===== src/rtl/pc_cmd_deframer.sv =====
// Pops 32-bit pc_msg words from a FWFT FIFO, assembles 3-word host commands,
// classifies them as START/STOP/malformed. Optional idle timeout: PC_CMD_TIMEOUT_EN.
module pc_cmd_deframer #(
    parameter int unsigned DELAY   = 1,
    parameter int unsigned XB_SIZE = 32,
    parameter int unsigned CNT_W   = 16,
    parameter int unsigned TIMEOUT = 1024
) (
    input  logic                   CLK,
    input  logic                   RESET,
    input  logic                   pc_msg_valid,
    input  logic [XB_SIZE-1:0]     pc_msg,
    output logic                   pc_msg_ack,
    output logic                   cmd_valid,
    input  logic                   cmd_ready,
    output logic [3*XB_SIZE-1:0]   cmd,
    output logic                   cmd_is_stop,
    output logic                   bad_cmd,
    output logic [CNT_W-1:0]       n_cmd,
    output logic [CNT_W-1:0]       n_bad
);

    logic [1:0]             r_idx;
    logic [XB_SIZE-1:0]     r_w0;
    logic [XB_SIZE-1:0]     r_w1;
    logic                   r_cmd_valid;
    logic [3*XB_SIZE-1:0]   r_cmd;
    logic                   r_cmd_is_stop;
    logic                   r_bad_cmd;
    logic [CNT_W-1:0]       r_n_cmd;
    logic [CNT_W-1:0]       r_n_bad;

    logic                   w_stall;
    logic                   w_ack;
    logic                   w_last;
    logic [3*XB_SIZE-1:0]   w_word;
    logic                   w_is_stop;
    logic                   w_is_start;
    logic                   w_accept;
    logic                   w_reject;
    logic                   w_timeout;

    // Register updates carry no delay; DELAY is kept for instantiation compatibility.
    if (DELAY > 32'd0) begin : g_delay_param
    end

    assign w_stall    = r_cmd_valid && !cmd_ready;
    assign w_ack      = pc_msg_valid && !w_stall && !RESET;
    assign w_last     = w_ack && (r_idx == 2'd2);
    assign w_word     = {pc_msg, r_w1, r_w0};
    assign w_is_stop  = (w_word == '0);
    assign w_is_start = (pc_msg != '0);
    assign w_accept   = w_last && (w_is_stop || w_is_start);
    assign w_reject   = (w_last && !w_accept) || w_timeout;

`ifdef PC_CMD_TIMEOUT_EN
    localparam int unsigned IDLE_W = $clog2(TIMEOUT + 1);
    logic [IDLE_W-1:0] r_idle;

    // Drop a partial command once the gap between its words reaches TIMEOUT cycles.
    assign w_timeout = (r_idx != 2'd0) && !w_ack && !w_stall &&
                       (r_idle == IDLE_W'(TIMEOUT - 1));

    always_ff @(posedge CLK or posedge RESET) begin
        if (RESET) begin
            r_idle <= '0;
        end else if (w_ack || w_timeout) begin
            r_idle <= '0;
        end else if ((r_idx != 2'd0) && !w_stall) begin
            r_idle <= r_idle + IDLE_W'(1);
        end
    end
`else
    assign w_timeout = 1'b0;

    if (TIMEOUT == 32'd0) begin : g_timeout_param
    end
`endif

    // Word index and partial-command shadow.
    always_ff @(posedge CLK or posedge RESET) begin
        if (RESET) begin
            r_idx <= 2'd0;
            r_w0  <= '0;
            r_w1  <= '0;
        end else if (w_timeout) begin
            r_idx <= 2'd0;
        end else if (w_ack) begin
            case (r_idx)
                2'd0:    r_w0 <= pc_msg;
                2'd1:    r_w1 <= pc_msg;
                default: ;
            endcase
            r_idx <= (r_idx == 2'd2) ? 2'd0 : r_idx + 2'd1;
        end
    end

    // Output holding register; a new command may replace one being taken.
    always_ff @(posedge CLK or posedge RESET) begin
        if (RESET) begin
            r_cmd_valid   <= 1'b0;
            r_cmd         <= '0;
            r_cmd_is_stop <= 1'b0;
        end else if (w_accept) begin
            r_cmd_valid   <= 1'b1;
            r_cmd         <= w_word;
            r_cmd_is_stop <= w_is_stop;
        end else if (cmd_ready) begin
            r_cmd_valid   <= 1'b0;
        end
    end

    // Reject pulse and saturating status counters.
    always_ff @(posedge CLK or posedge RESET) begin
        if (RESET) begin
            r_bad_cmd <= 1'b0;
            r_n_cmd   <= '0;
            r_n_bad   <= '0;
        end else begin
            r_bad_cmd <= w_reject;
            if (w_accept && (r_n_cmd != '1)) begin
                r_n_cmd <= r_n_cmd + CNT_W'(1);
            end
            if (w_reject && (r_n_bad != '1)) begin
                r_n_bad <= r_n_bad + CNT_W'(1);
            end
        end
    end

    assign pc_msg_ack  = w_ack;
    assign cmd_valid   = r_cmd_valid;
    assign cmd         = r_cmd;
    assign cmd_is_stop = r_cmd_is_stop;
    assign bad_cmd     = r_bad_cmd;
    assign n_cmd       = r_n_cmd;
    assign n_bad       = r_n_bad;

endmodule

===== config.mk =====
export PLATFORM = sky130hd
export DESIGN_NAME = pc_cmd_deframer
export DESIGN_NICKNAME = d
export VERILOG_FILES = /design/src/rtl/pc_cmd_deframer.sv
export SDC_FILE = /design/constraint.sdc
export NUM_CORES = 1
export LEC_CHECK = 0
export CAP_MARGIN = 25
export CORE_MARGIN = 2
export CORE_UTILIZATION = 55
export CTS_BUF_LIST = sky130_fd_sc_hd__clkbuf_16
export CTS_CLUSTER_DIAMETER = 80
export CTS_CLUSTER_SIZE = 20
export DETAILED_ROUTE_END_ITERATION = 16
export GPL_TIMING_DRIVEN = 0
export PLACE_DENSITY = 0.93
export SYNTH_ARGS = -nofsm -noshare
export SYNTH_HDL_FRONTEND = slang
export SYNTH_SLANG_ARGS = --single-unit
export TNS_END_PERCENT = 20

===== constraint.sdc =====
create_clock -name CLK -period 18.2 [get_ports CLK]
set_input_delay 3.64 -clock CLK [delete_from_list [all_inputs] [get_ports CLK]]
set_output_delay 3.64 -clock CLK [all_outputs]
set_load 0.05 [all_outputs]

==> run summary, run 1 <==
Post-Route Skew - 0.0135 ns
Mapped Cells - 526
worst slew pin tran - 0.866 ns
min-delay src - cmd[2]
slowest stage delay, CP - 0.80 ns
top cells by count, synth - 197 x dfrtp_1, 164 x mux2_2, 25 x nor4_1
CTS tree - built
final setup vio count - 0
pre-CTS setup slack - 8.12 ns
CTS clock-pin slew for the worst setup and hold paths - 0.06 ns
1st-iter DRT viols - 275
Seq pwr share - 37.7%
kind of critical path - in -> out
Site Rows - 43
Synth area leaders - dfrtp_1 63%, mux2_2 23%, nor4_1 2.0%
clk_lat worst skew - 0.44 ns
initial antenna violation count - 0
routed len/inst - 20.2 um
internal power - 1.17 mW
worst reg2reg path depth - 7
Syn Area/Cell - 15.0 um2
Max Cap Viol - 0
Post-route DRC - 0
drt pass-1 iters - 4
dpl cells - 874
peak supply drop - 0.136 mV
Worst Path Required - 14.56 ns
yosys warns - 0
Final min period - 9.98 ns
Tcrit/Tclk final - 54.8%
Pins Over Slew Limit - 0
HP Class - reg -> reg
hold buffers post-CTS - 0
WHS Endpoint - cmd[2]
most frequent cell after synthesis - dfrtp_1
max_slew headroom - 42.2%
Fin. Hold Viols - 0
crit path max fanout - 120
outcome - finished, final reports clean
setup_tns - 0 ns
ys async rst share - 100%
Comb power frac - 43.7%
port bufs - 167
xor and xnor area share after synthesis - 3.01%
design area - 10,400 um2
Die W - 124 um
clk sinks - 197
Yosys top cell by area - dfrtp_1
CTS buffer count - 17
sequential share of the synthesized area - 62.7%
total track usage - 25.0%
Final ANT Viol Nets - 0
total power draw - 1.97 mW
hold depth - 1
EDFF count, synth - 0
starting density of the core - 56.4%
worst path arrival time - 6.34 ns
total grt overflow - 0
die area - 15,300 um2
RSZ-0062 raised after global routing - no
largest net degree at the start of global routing - 121
placed cell area - 9800 um2
CP Launch Type - primary input
Seq cells post-synth - 197
number of vias per cell - 5.70
first-pass GRT wire length - 28.4 mm
syn_nets - 564
Leakage Power - 4.50 nW
Adder-Cell Fraction of Synth Area - 0.318%
Synth Area in Compound Gates - 0.620%
Die Height - 124 um
Antenna Cells - 0
layout cells sized above 1 - 29.6%
Vias - 5,162
Synth Area in Simple Gates - 8.32%
DP HPWL - 13.3 mm
Distinct cells, synth - 33
ys flop type - dfrtp_1
Psw - 804 uW
vias in the first global route - 5,373
area share of the largest cell type after synthesis - 62.7%
most used cell along the critical path - clkdlybuf4s50_1
total of fill cells in the finished design - 859
r2r setup slk - 15.31 ns
Clock Root Buffer - clkbuf_16
worst r2r src - r_w1[2]
Top-Level Pins - 168
PostCTS Resize Cnt - 0
final worst slack - 8.22 ns
mux cell area share after synthesis - 23.5%
fin nets - 751
largest family of logic cells by synthesized area - multiplexers
clock network fraction of design power - 18.6%
CP Capture Type - output port
CORE AREA - 13,900 um2
H-tree depth - 4
pwr/cell area - 190 nW/um2
Post-CTS Setup Inserts - 0
final wirelength - 18.3 mm
R2R Path End - n_cmd[1]
layout overhead on the synthesized area - 31.9%
Syn Std Cell Area - 7870 um2
routability cong. - 0.853
CP max stage cell - clkdlybuf4s50_1
maximum clock frequency - 0.100 GHz
worst path cell trace - clkdlybuf4s50_1, inv_8, buf_16, nand3_1, inv_1, clkdlybuf4s50_1
Clock Path Buffers - 2
switching part of the total power - 40.8%
final std cells w/o fill - 906
-- flip-flops by register name, indices dropped and copies added (netlist names) --
name         cells
cmd_is_stop      1
n_bad           16
cmd_valid        1
r_w1            32
bad_cmd          1
cmd             96
r_idx            2
n_cmd           16
r_w0            32
-- metal layers --
metal  share of wire, %  track usage (%)  routed length [um]  up-vias
li1                   -                -                   -     2291
met1                 40             31.3                7330     2677
met2                 50             41.8                9160      173
met3                8.2             7.37                1500       21
met4                1.5             8.81                 270        0
met5                  0                0                   0        -
-- per-stage QoR --
stage / util [%] / hold slack [ns]
after global placement: 70.1 / 0.471
final: 74.4 / 0.501
after CTS: 74.4 / 0.508
after detailed placement: 70.3 / 0.493
after floorplan: - / 0.488
after global routing: 74.4 / 0.521
-- placed cells by master (no fill, tap or decap), types with 3 or more instances in the layout --
master             n
nand4_1           18
nand3_1           14
nor3_1             7
or2_2              3
and4_1             3
inv_1             10
xor2_1            11
mux2_2           164
nor4_1            25
and3_1             4
dfrtp_1          197
clkbuf_1           7
bufinv_16          3
nor2_1             3
buf_4              4
nand2_1           10
xnor2_1           16
buf_2              9
clkinv_2           4
nor3b_1            3
clkbuf_16         17
clkdlybuf4s50_1  167
-- cell families (layout without fill, tap and decap cells) --
logic type / after synthesis / after routing
flops: 197 / 197
fa+ha+maj: 2 / 2
buf+inv: 26 / 226
mux: 164 / 164
simple gates: 103 / 103
compound gates: 7 / 7
xor+xnor: 27 / 27
-- worst max-delay path, delay by kind of cell --
family / cells / cell delay [ns]
buffers and inverters: 5 / 2.30
AND/OR/NAND/NOR: 1 / 0.35
-- worst max-delay path by stage --
| stage | start | end | slack (ns) |
|---|---|---|---|
| 3_3_place_gp | RESET | pc_msg_ack | 2.93 |
| 6_report | RESET | pc_msg_ack | 8.22 |
| 3_5_place_dp | RESET | pc_msg_ack | 8.12 |
| 5_1_grt | RESET | pc_msg_ack | 7.92 |
| 4_1_cts | RESET | pc_msg_ack | 8.11 |
| 2_1_floorplan | RESET | pc_msg_ack | 5.40 |
-- cell type report --
| type | instances | area, um2 | share of cell area (%) |
|---|---|---|---|
| Buffer | 20 | 101 | 0.977 |
| Inverter | 6 | 30.0 | 0.290 |
| Multi-Input combinational cell | 303 | 2810 | 27.1 |
| Timing Repair Buffer | 168 | 1700 | 16.4 |
| Tap cell | 180 | 225 | 2.17 |
| Sequential cell | 197 | 4930 | 47.5 |
| Clock inverter | 15 | 150 | 1.45 |
| Clock buffer | 17 | 425 | 4.10 |
-- power groups by stage --
stage / logic (mW) / clock network [mW] / registers [mW]
floorplan: 0.214 / 0 / 1.08
global placement: 0.845 / 0 / 0.734
detailed placement: 0.864 / 0 / 0.748
CTS: 0.867 / 0.372 / 0.743
global route: 0.898 / 0.389 / 0.764
finish: 0.860 / 0.366 / 0.744
(Power assumes the default switching activity.)
==> inputs of run 2 (changes only) <==
--- a/config.mk
+++ b/config.mk
@@ -7,13 +7,13 @@
 export LEC_CHECK = 0
 export CAP_MARGIN = 25
 export CORE_MARGIN = 2
-export CORE_UTILIZATION = 55
+export CORE_UTILIZATION = 46
 export CTS_BUF_LIST = sky130_fd_sc_hd__clkbuf_16
 export CTS_CLUSTER_DIAMETER = 80
 export CTS_CLUSTER_SIZE = 20
 export DETAILED_ROUTE_END_ITERATION = 16
 export GPL_TIMING_DRIVEN = 0
-export PLACE_DENSITY = 0.93
+export PLACE_DENSITY = 0.84
 export SYNTH_ARGS = -nofsm -noshare
 export SYNTH_HDL_FRONTEND = slang
 export SYNTH_SLANG_ARGS = --single-unit
==> constraint.sdc (replaced) <==
create_clock -name CLK -period 8.9 [get_ports CLK]
set_input_delay 1.78 -clock CLK [delete_from_list [all_inputs] [get_ports CLK]]
set_output_delay 1.78 -clock CLK [all_outputs]
set_load 0.05 [all_outputs]
==> run 2 against run 1 <==
Effect of this change:
- non-clock buffer count is 3 higher
- register-to-register slack worse by 9.5 ns
- sequential power is 100% higher
- worst hold slack worse by 0.015 ns
- clock skew is 0.0043 ns lower
- first-iteration DRC count is 21% lower
- critical endpoint unchanged
- largest cell class unchanged
- largest power group unchanged
- highest routed layer unchanged
==> run summary, run 2 (synthesis results as in run 1) <==
peak supply drop - 0.306 mV (was 0.136 mV)
r2r setup slk - 5.82 ns (was 15.31 ns)
most common cell after layout, fill and taps aside - dfrtp_1 (unchanged)
starting density of the core - 47.3% (was 56.4%)
design area - 10,500 um2 (was 10,400 um2)
clk_lat worst skew - 0.43 ns (was 0.44 ns)
Site Rows - 47 (was 43)
vias in the first global route - 5,516 (was 5,373)
RSZ-0062 raised after global routing - no (unchanged)
outcome - finished, final reports clean (unchanged)
Largest register FFs - 96 (unchanged)
Seq pwr share - 37.5% (was 37.7%)
number of vias per cell - 5.41 (was 5.70)
crit path max fanout - 38 (was 120)
CTS clock-pin slew for the worst setup and hold paths - 0.07 ns (was 0.06 ns)
hold buffers post-CTS - 0 (unchanged)
placed cell area - 9900 um2 (was 9800 um2)
total grt overflow - 0 (unchanged)
critical path's top delay family - buffers and inverters (unchanged)
Final min period - 6.06 ns
total track usage - 21.6% (was 25.0%)
H-tree depth - 4 (unchanged)
routed len/inst - 20.0 um (was 20.2 um)
Fin. Hold Viols - 0 (unchanged)
Clock Path Buffers - 2 (unchanged)
Post-Route Skew - 0.00918 ns (was 0.0135 ns)
max_slew headroom - 42.0% (was 42.2%)
CTS tree - built (unchanged)
layout cells sized above 1 - 30.6% (was 29.6%)
Post-CTS Setup Inserts - 0 (unchanged)
fin nets - 754 (was 751)
drt pass-1 iters - 4 (unchanged)
worst slew pin tran - 0.868 ns (was 0.866 ns)
CP Buf/Inv Count - 4 (was 5)
layout overhead on the synthesized area - 33.3% (was 31.9%)
routability cong. - 0.827 (was 0.853)
total of fill cells in the finished design - 1,215 (was 859)
setup_tns - 0 ns (unchanged)
1st-iter DRT viols - 217 (was 275)
footprint of the multi-input gates - 2810 um2 (unchanged)
largest net degree at the start of global routing - 46 (was 121)
Post-route DRC - 0 (unchanged)
total power draw - 4.06 mW (was 1.97 mW)
Final ANT Viol Nets - 0 (unchanged)
Top-Level Pins - 168 (unchanged)
final worst slack - 2.84 ns (was 8.22 ns)
worst path cell trace - clkdlybuf4s50_1, clkinvlp_4, nand3_1, inv_1, clkdlybuf4s50_1 (was clkdlybuf4s50_1, inv_8, buf_16, nand3_1, inv_1, clkdlybuf4s50_1)
clock network fraction of design power - 18.8% (was 18.6%)
final std cells w/o fill - 949 (was 906)
Max Cap Viol - 0 (unchanged)
internal power - 2.35 mW (was 1.17 mW)
Pins Over Slew Limit - 0 (unchanged)
Comb power frac - 43.7% (about the same)
Die W - 135 um (was 124 um)
first-pass GRT wire length - 29.9 mm (was 28.4 mm)
CP Capture Type - output port (unchanged)
HP Class - reg -> reg (unchanged)
most frequent cells in the layout - 197 x dfrtp_1, 167 x clkdlybuf4s50_1, 164 x mux2_2 (unchanged)
die area - 18,200 um2 (was 15,300 um2)
Antenna Cells - 0 (unchanged)
CTS buffer count - 17 (unchanged)
DP HPWL - 14.2 mm (was 13.3 mm)
kind of critical path - in -> out (unchanged)
Psw - 1.70 mW (was 804 uW)
Tcrit/Tclk final - 68.1%
Vias - 5,136 (was 5,162)
pre-CTS setup slack - 2.77 ns (was 8.12 ns)
most used cell along the critical path - clkdlybuf4s50_1 (unchanged)
CORE AREA - 16,600 um2 (was 13,900 um2)
worst path arrival time - 4.28 ns (was 6.34 ns)
initial antenna violation count - 0 (unchanged)
CP Launch Type - primary input (unchanged)
final wirelength - 19.0 mm (was 18.3 mm)
CP max stage cell - clkdlybuf4s50_1 (unchanged)
slowest stage delay, CP - 0.70 ns (was 0.80 ns)
dpl cells - 917 (was 874)
Die Height - 135 um (was 124 um)
Leakage Power - 4.50 nW (about the same)
register area - 4930 um2 (unchanged)
pwr/cell area - 387 nW/um2 (was 190 nW/um2)
switching part of the total power - 42.0% (was 40.8%)
clk sinks - 197 (unchanged)
final setup vio count - 0 (unchanged)
port bufs - 167 (unchanged)
Worst Path Required - 7.12 ns (was 14.56 ns)
maximum clock frequency - 0.165 GHz
Clock Root Buffer - clkbuf_16 (unchanged)
PostCTS Resize Cnt - 0 (unchanged)
[run 2: cell count changes in the layout (fill, tap and decap cells not counted), moves of 2 or more]
cell,change
inv_6,+6
inv_1,-5
clkinvlp_4,+2
bufinv_16,-2
buf_12,+4
clkinv_2,-4
inv_8,+3
[run 2: final timing paths]
kind,cells after the start,start,to
setup / recovery,5,RESET,pc_msg_ack
hold / removal,1,n_bad[9],n_bad[9]
setup reg to reg,7,r_w1[2],n_cmd[1]
hold reg to reg,1,n_bad[9],n_bad[9]
max in group asynchronous,6,RESET,cmd[21]
min in group asynchronous,2,RESET,n_bad[5]
[run 2: per-layer routing]
metal	global-route usage [%]	share of wire [%]	vias up
met1	26.4	41	2675
met4	7.25	2.0	0
met2	36.6	50	151
met3	6.72	6.4	26
met5	0	0	-
li1	-	-	2284
[run 2: power groups by stage]
stage / sequential [mW] / clock [mW] / combinational (mW)
global route: 1.56 / 0.814 / 1.84
detailed placement: 1.53 / 0 / 1.78
finish: 1.52 / 0.762 / 1.77
CTS: 1.52 / 0.775 / 1.79
floorplan: 2.21 / 0 / 0.437
global placement: 1.51 / 0 / 1.74
[run 2: final cells by class]
cell class              count  area share, %
plain buffers              20          0.967
clock buffers              17           4.06
clock inverters            15           1.56
inverters                   6          0.251
multi-input cells         303           26.8
flip-flops and latches    197           47.0
well taps                 220           2.63
repair buffers            171           16.7
[run 2: metrics by stage]
stage	util [%]	hold WS (ns)
finish	63.0	0.486
global route	63.0	0.514
CTS	63.0	0.495
detailed placement	59.5	0.485
global placement	59.0	0.472
floorplan	-	0.488
==> inputs of run 3 (changes only) <==
--- a/config.mk
+++ b/config.mk
@@ -7,13 +7,13 @@
 export LEC_CHECK = 0
 export CAP_MARGIN = 25
 export CORE_MARGIN = 2
-export CORE_UTILIZATION = 46
+export CORE_UTILIZATION = 51
 export CTS_BUF_LIST = sky130_fd_sc_hd__clkbuf_16
 export CTS_CLUSTER_DIAMETER = 80
 export CTS_CLUSTER_SIZE = 20
 export DETAILED_ROUTE_END_ITERATION = 16
 export GPL_TIMING_DRIVEN = 0
-export PLACE_DENSITY = 0.84
+export PLACE_DENSITY = 0.88
 export SYNTH_ARGS = -nofsm -noshare
 export SYNTH_HDL_FRONTEND = slang
 export SYNTH_SLANG_ARGS = --single-unit
==> constraint.sdc (replaced) <==
create_clock -name CLK -period 6.3 [get_ports CLK]
set_input_delay 1.26 -clock CLK [delete_from_list [all_inputs] [get_ports CLK]]
set_output_delay 1.26 -clock CLK [all_outputs]
set_load 0.05 [all_outputs]
==> run 3 against run 2 <==
Effect of this change:
- sequential cell count did not move
- sequential share of layout area rose by 0.090 points
- clock power rose by 47%
- clock skew barely moved
- setup slack got worse by 1.5 ns
- die area fell by 9.5%
- cell area fell by 0.19%
- critical endpoint unchanged
==> run summary, run 3 (synthesis results as in run 1) <==
worst path arrival time - 3.73 ns (was 4.28 ns)
layout cells sized above 1 - 30.5% (was 30.6%)
Psw - 2.35 mW (was 1.70 mW)
worst slew pin tran - 0.936 ns (was 0.868 ns)
HP Class - reg -> reg (unchanged)
Worst Path Required - 5.04 ns (was 7.12 ns)
DP HPWL - 13.8 mm (was 14.2 mm)
CTS buffer count - 17 (unchanged)
vias in the first global route - 5,487 (was 5,516)
Post-Route Skew - 0.00876 ns (was 0.00918 ns)
kind of critical path - in -> out (unchanged)
final std cells w/o fill - 916 (was 949)
H-tree depth - 4 (unchanged)
1st-iter DRT viols - 283 (was 217)
clk sinks - 197 (unchanged)
drt pass-1 iters - 5 (was 4)
Post-CTS Setup Inserts - 0 (unchanged)
Final ANT Viol Nets - 0 (unchanged)
CORE AREA - 15,100 um2 (was 16,600 um2)
routed len/inst - 20.6 um (was 20.0 um)
routability cong. - 0.845 (was 0.827)
Final min period - 4.99 ns
final wirelength - 18.9 mm (was 19.0 mm)
WHS - 0.497 ns (was 0.486 ns)
Pins Over Slew Limit - 0 (unchanged)
Tcrit/Tclk final - 79.2%
starting density of the core - 51.9% (was 47.3%)
Leakage Power - 4.52 nW (was 4.50 nW)
first-pass GRT wire length - 29.8 mm (was 29.9 mm)
RSZ-0062 raised after global routing - no (unchanged)
total grt overflow - 0 (unchanged)
total track usage - 23.7% (was 21.6%)
most common cell after layout, fill and taps aside - dfrtp_1 (unchanged)
PostCTS Resize Cnt - 0 (unchanged)
fin nets - 754 (unchanged)
largest net degree at the start of global routing - 46 (unchanged)
max_slew headroom - 37.5% (was 42.0%)
Top-Level Pins - 168 (unchanged)
Post-route DRC - 0 (unchanged)
Vias - 5,191 (was 5,136)
Largest register FFs - 96 (unchanged)
Fin. Hold Viols - 0 (unchanged)
clk_lat worst skew - 0.43 ns (about the same)
most frequent cells in the layout - 197 x dfrtp_1, 167 x clkdlybuf4s50_1, 164 x mux2_2 (unchanged)
Die W - 128 um (was 135 um)
total of fill cells in the finished design - 1,003 (was 1,215)
Clock Root Buffer - clkbuf_16 (unchanged)
Site Rows - 45 (was 47)
layout overhead on the synthesized area - 33.1% (was 33.3%)
CTS clock-pin slew for the worst setup and hold paths - 0.07 ns (about the same)
Max Cap Viol - 0 (unchanged)
number of vias per cell - 5.67 (was 5.41)
maximum clock frequency - 0.200 GHz
crit path max fanout - 45 (was 38)
final setup vio count - 0 (unchanged)
peak supply drop - 0.385 mV (was 0.306 mV)
dpl cells - 885 (was 917)
Antenna Cells - 0 (unchanged)
pwr/cell area - 552 nW/um2 (was 387 nW/um2)
Seq pwr share - 37.3% (was 37.5%)
Comb power frac - 43.2% (was 43.7%)
Clock Path Buffers - 2 (unchanged)
register area - 4930 um2 (unchanged)
hold buffers post-CTS - 0 (unchanged)
port bufs - 167 (unchanged)
clock network fraction of design power - 19.5% (was 18.8%)
CP Capture Type - output port (unchanged)
die area - 16,400 um2 (was 18,200 um2)
initial antenna violation count - 0 (unchanged)
switching part of the total power - 40.8% (was 42.0%)
outcome - finished, final reports clean (unchanged)
Die Height - 128 um (was 135 um)
CP Launch Type - primary input (unchanged)
internal power - 3.42 mW (was 2.35 mW)
CTS tree - built (unchanged)
footprint of the multi-input gates - 2810 um2 (unchanged)
==> run 3: cell types whose count changed in the layout (fill, tap and decap cells not counted), moves of 2 or more <==
cell       previous run  this run
clkinv_2              0         5
inv_6                 6         1
inv_8                 4         0
bufinv_16             1         4
clkinv_4              1         3
==> run 3: power by group through the flow <==
stage	Sequential (mW)	Combinational (mW)	Clock [mW]
3_5_place_dp	2.17	2.50	0
2_1_floorplan	3.12	0.618	0
4_1_cts	2.15	2.51	1.14
3_3_place_gp	2.13	2.45	0
6_report	2.15	2.50	1.12
5_1_grt	2.22	2.59	1.19
==> run 3: final timing paths <==
path                            slack (ns)         end  startpoint  cells after the start
worst max-delay path                  1.31  pc_msg_ack       RESET                      6
worst min-delay path                  0.50    n_cmd[9]    n_cmd[9]                      1
worst max register to register        3.21    n_cmd[1]     r_w1[2]                      7
worst min register to register        0.50    n_cmd[9]    n_cmd[9]                      1
max in group asynchronous             4.13     cmd[86]       RESET                      4
min in group asynchronous             1.25    n_bad[7]       RESET                      2
==> run 3: layout make-up <==
type	count	share of cell area (%)
Sequential cell	197	47.1
Multi-Input combinational cell	303	26.9
Clock buffer	17	4.07
Clock inverter	14	1.76
Buffer	20	0.968
Tap cell	188	2.25
Timing Repair Buffer	171	16.7
Inverter	6	0.251
==> run 3: routing by layer <==
layer  GRT usage, %  part of all wire, %
met5              0                    0
met4           8.79                  2.1
met3           5.84                  6.6
met2           38.9                   50
met1           30.8                   42
==> run 3: critical path, cell delays in order <==
cell and delay [ns]:
clkdlybuf4s50_1 0.50, clkinvlp_4 0.51, buf_12 0.41, nand3_1 0.24, inv_1 0.08, clkdlybuf4s50_1 0.71
==> run 3: stage by stage <==
step	utilization, %	power [mW]	TNS, ns	area, um2	setup slack (ns)
2_1_floorplan	-	3.74	-0.0775	7870	-0.0775
3_5_place_dp	65.1	4.67	0	9860	1.26
4_1_cts	69.1	5.81	0	10500	1.26
6_report	69.1	5.78	0	10500	1.31
3_3_place_gp	64.5	4.57	-269.48	9780	-2.24
5_1_grt	69.1	6.00	0	10500	1.07
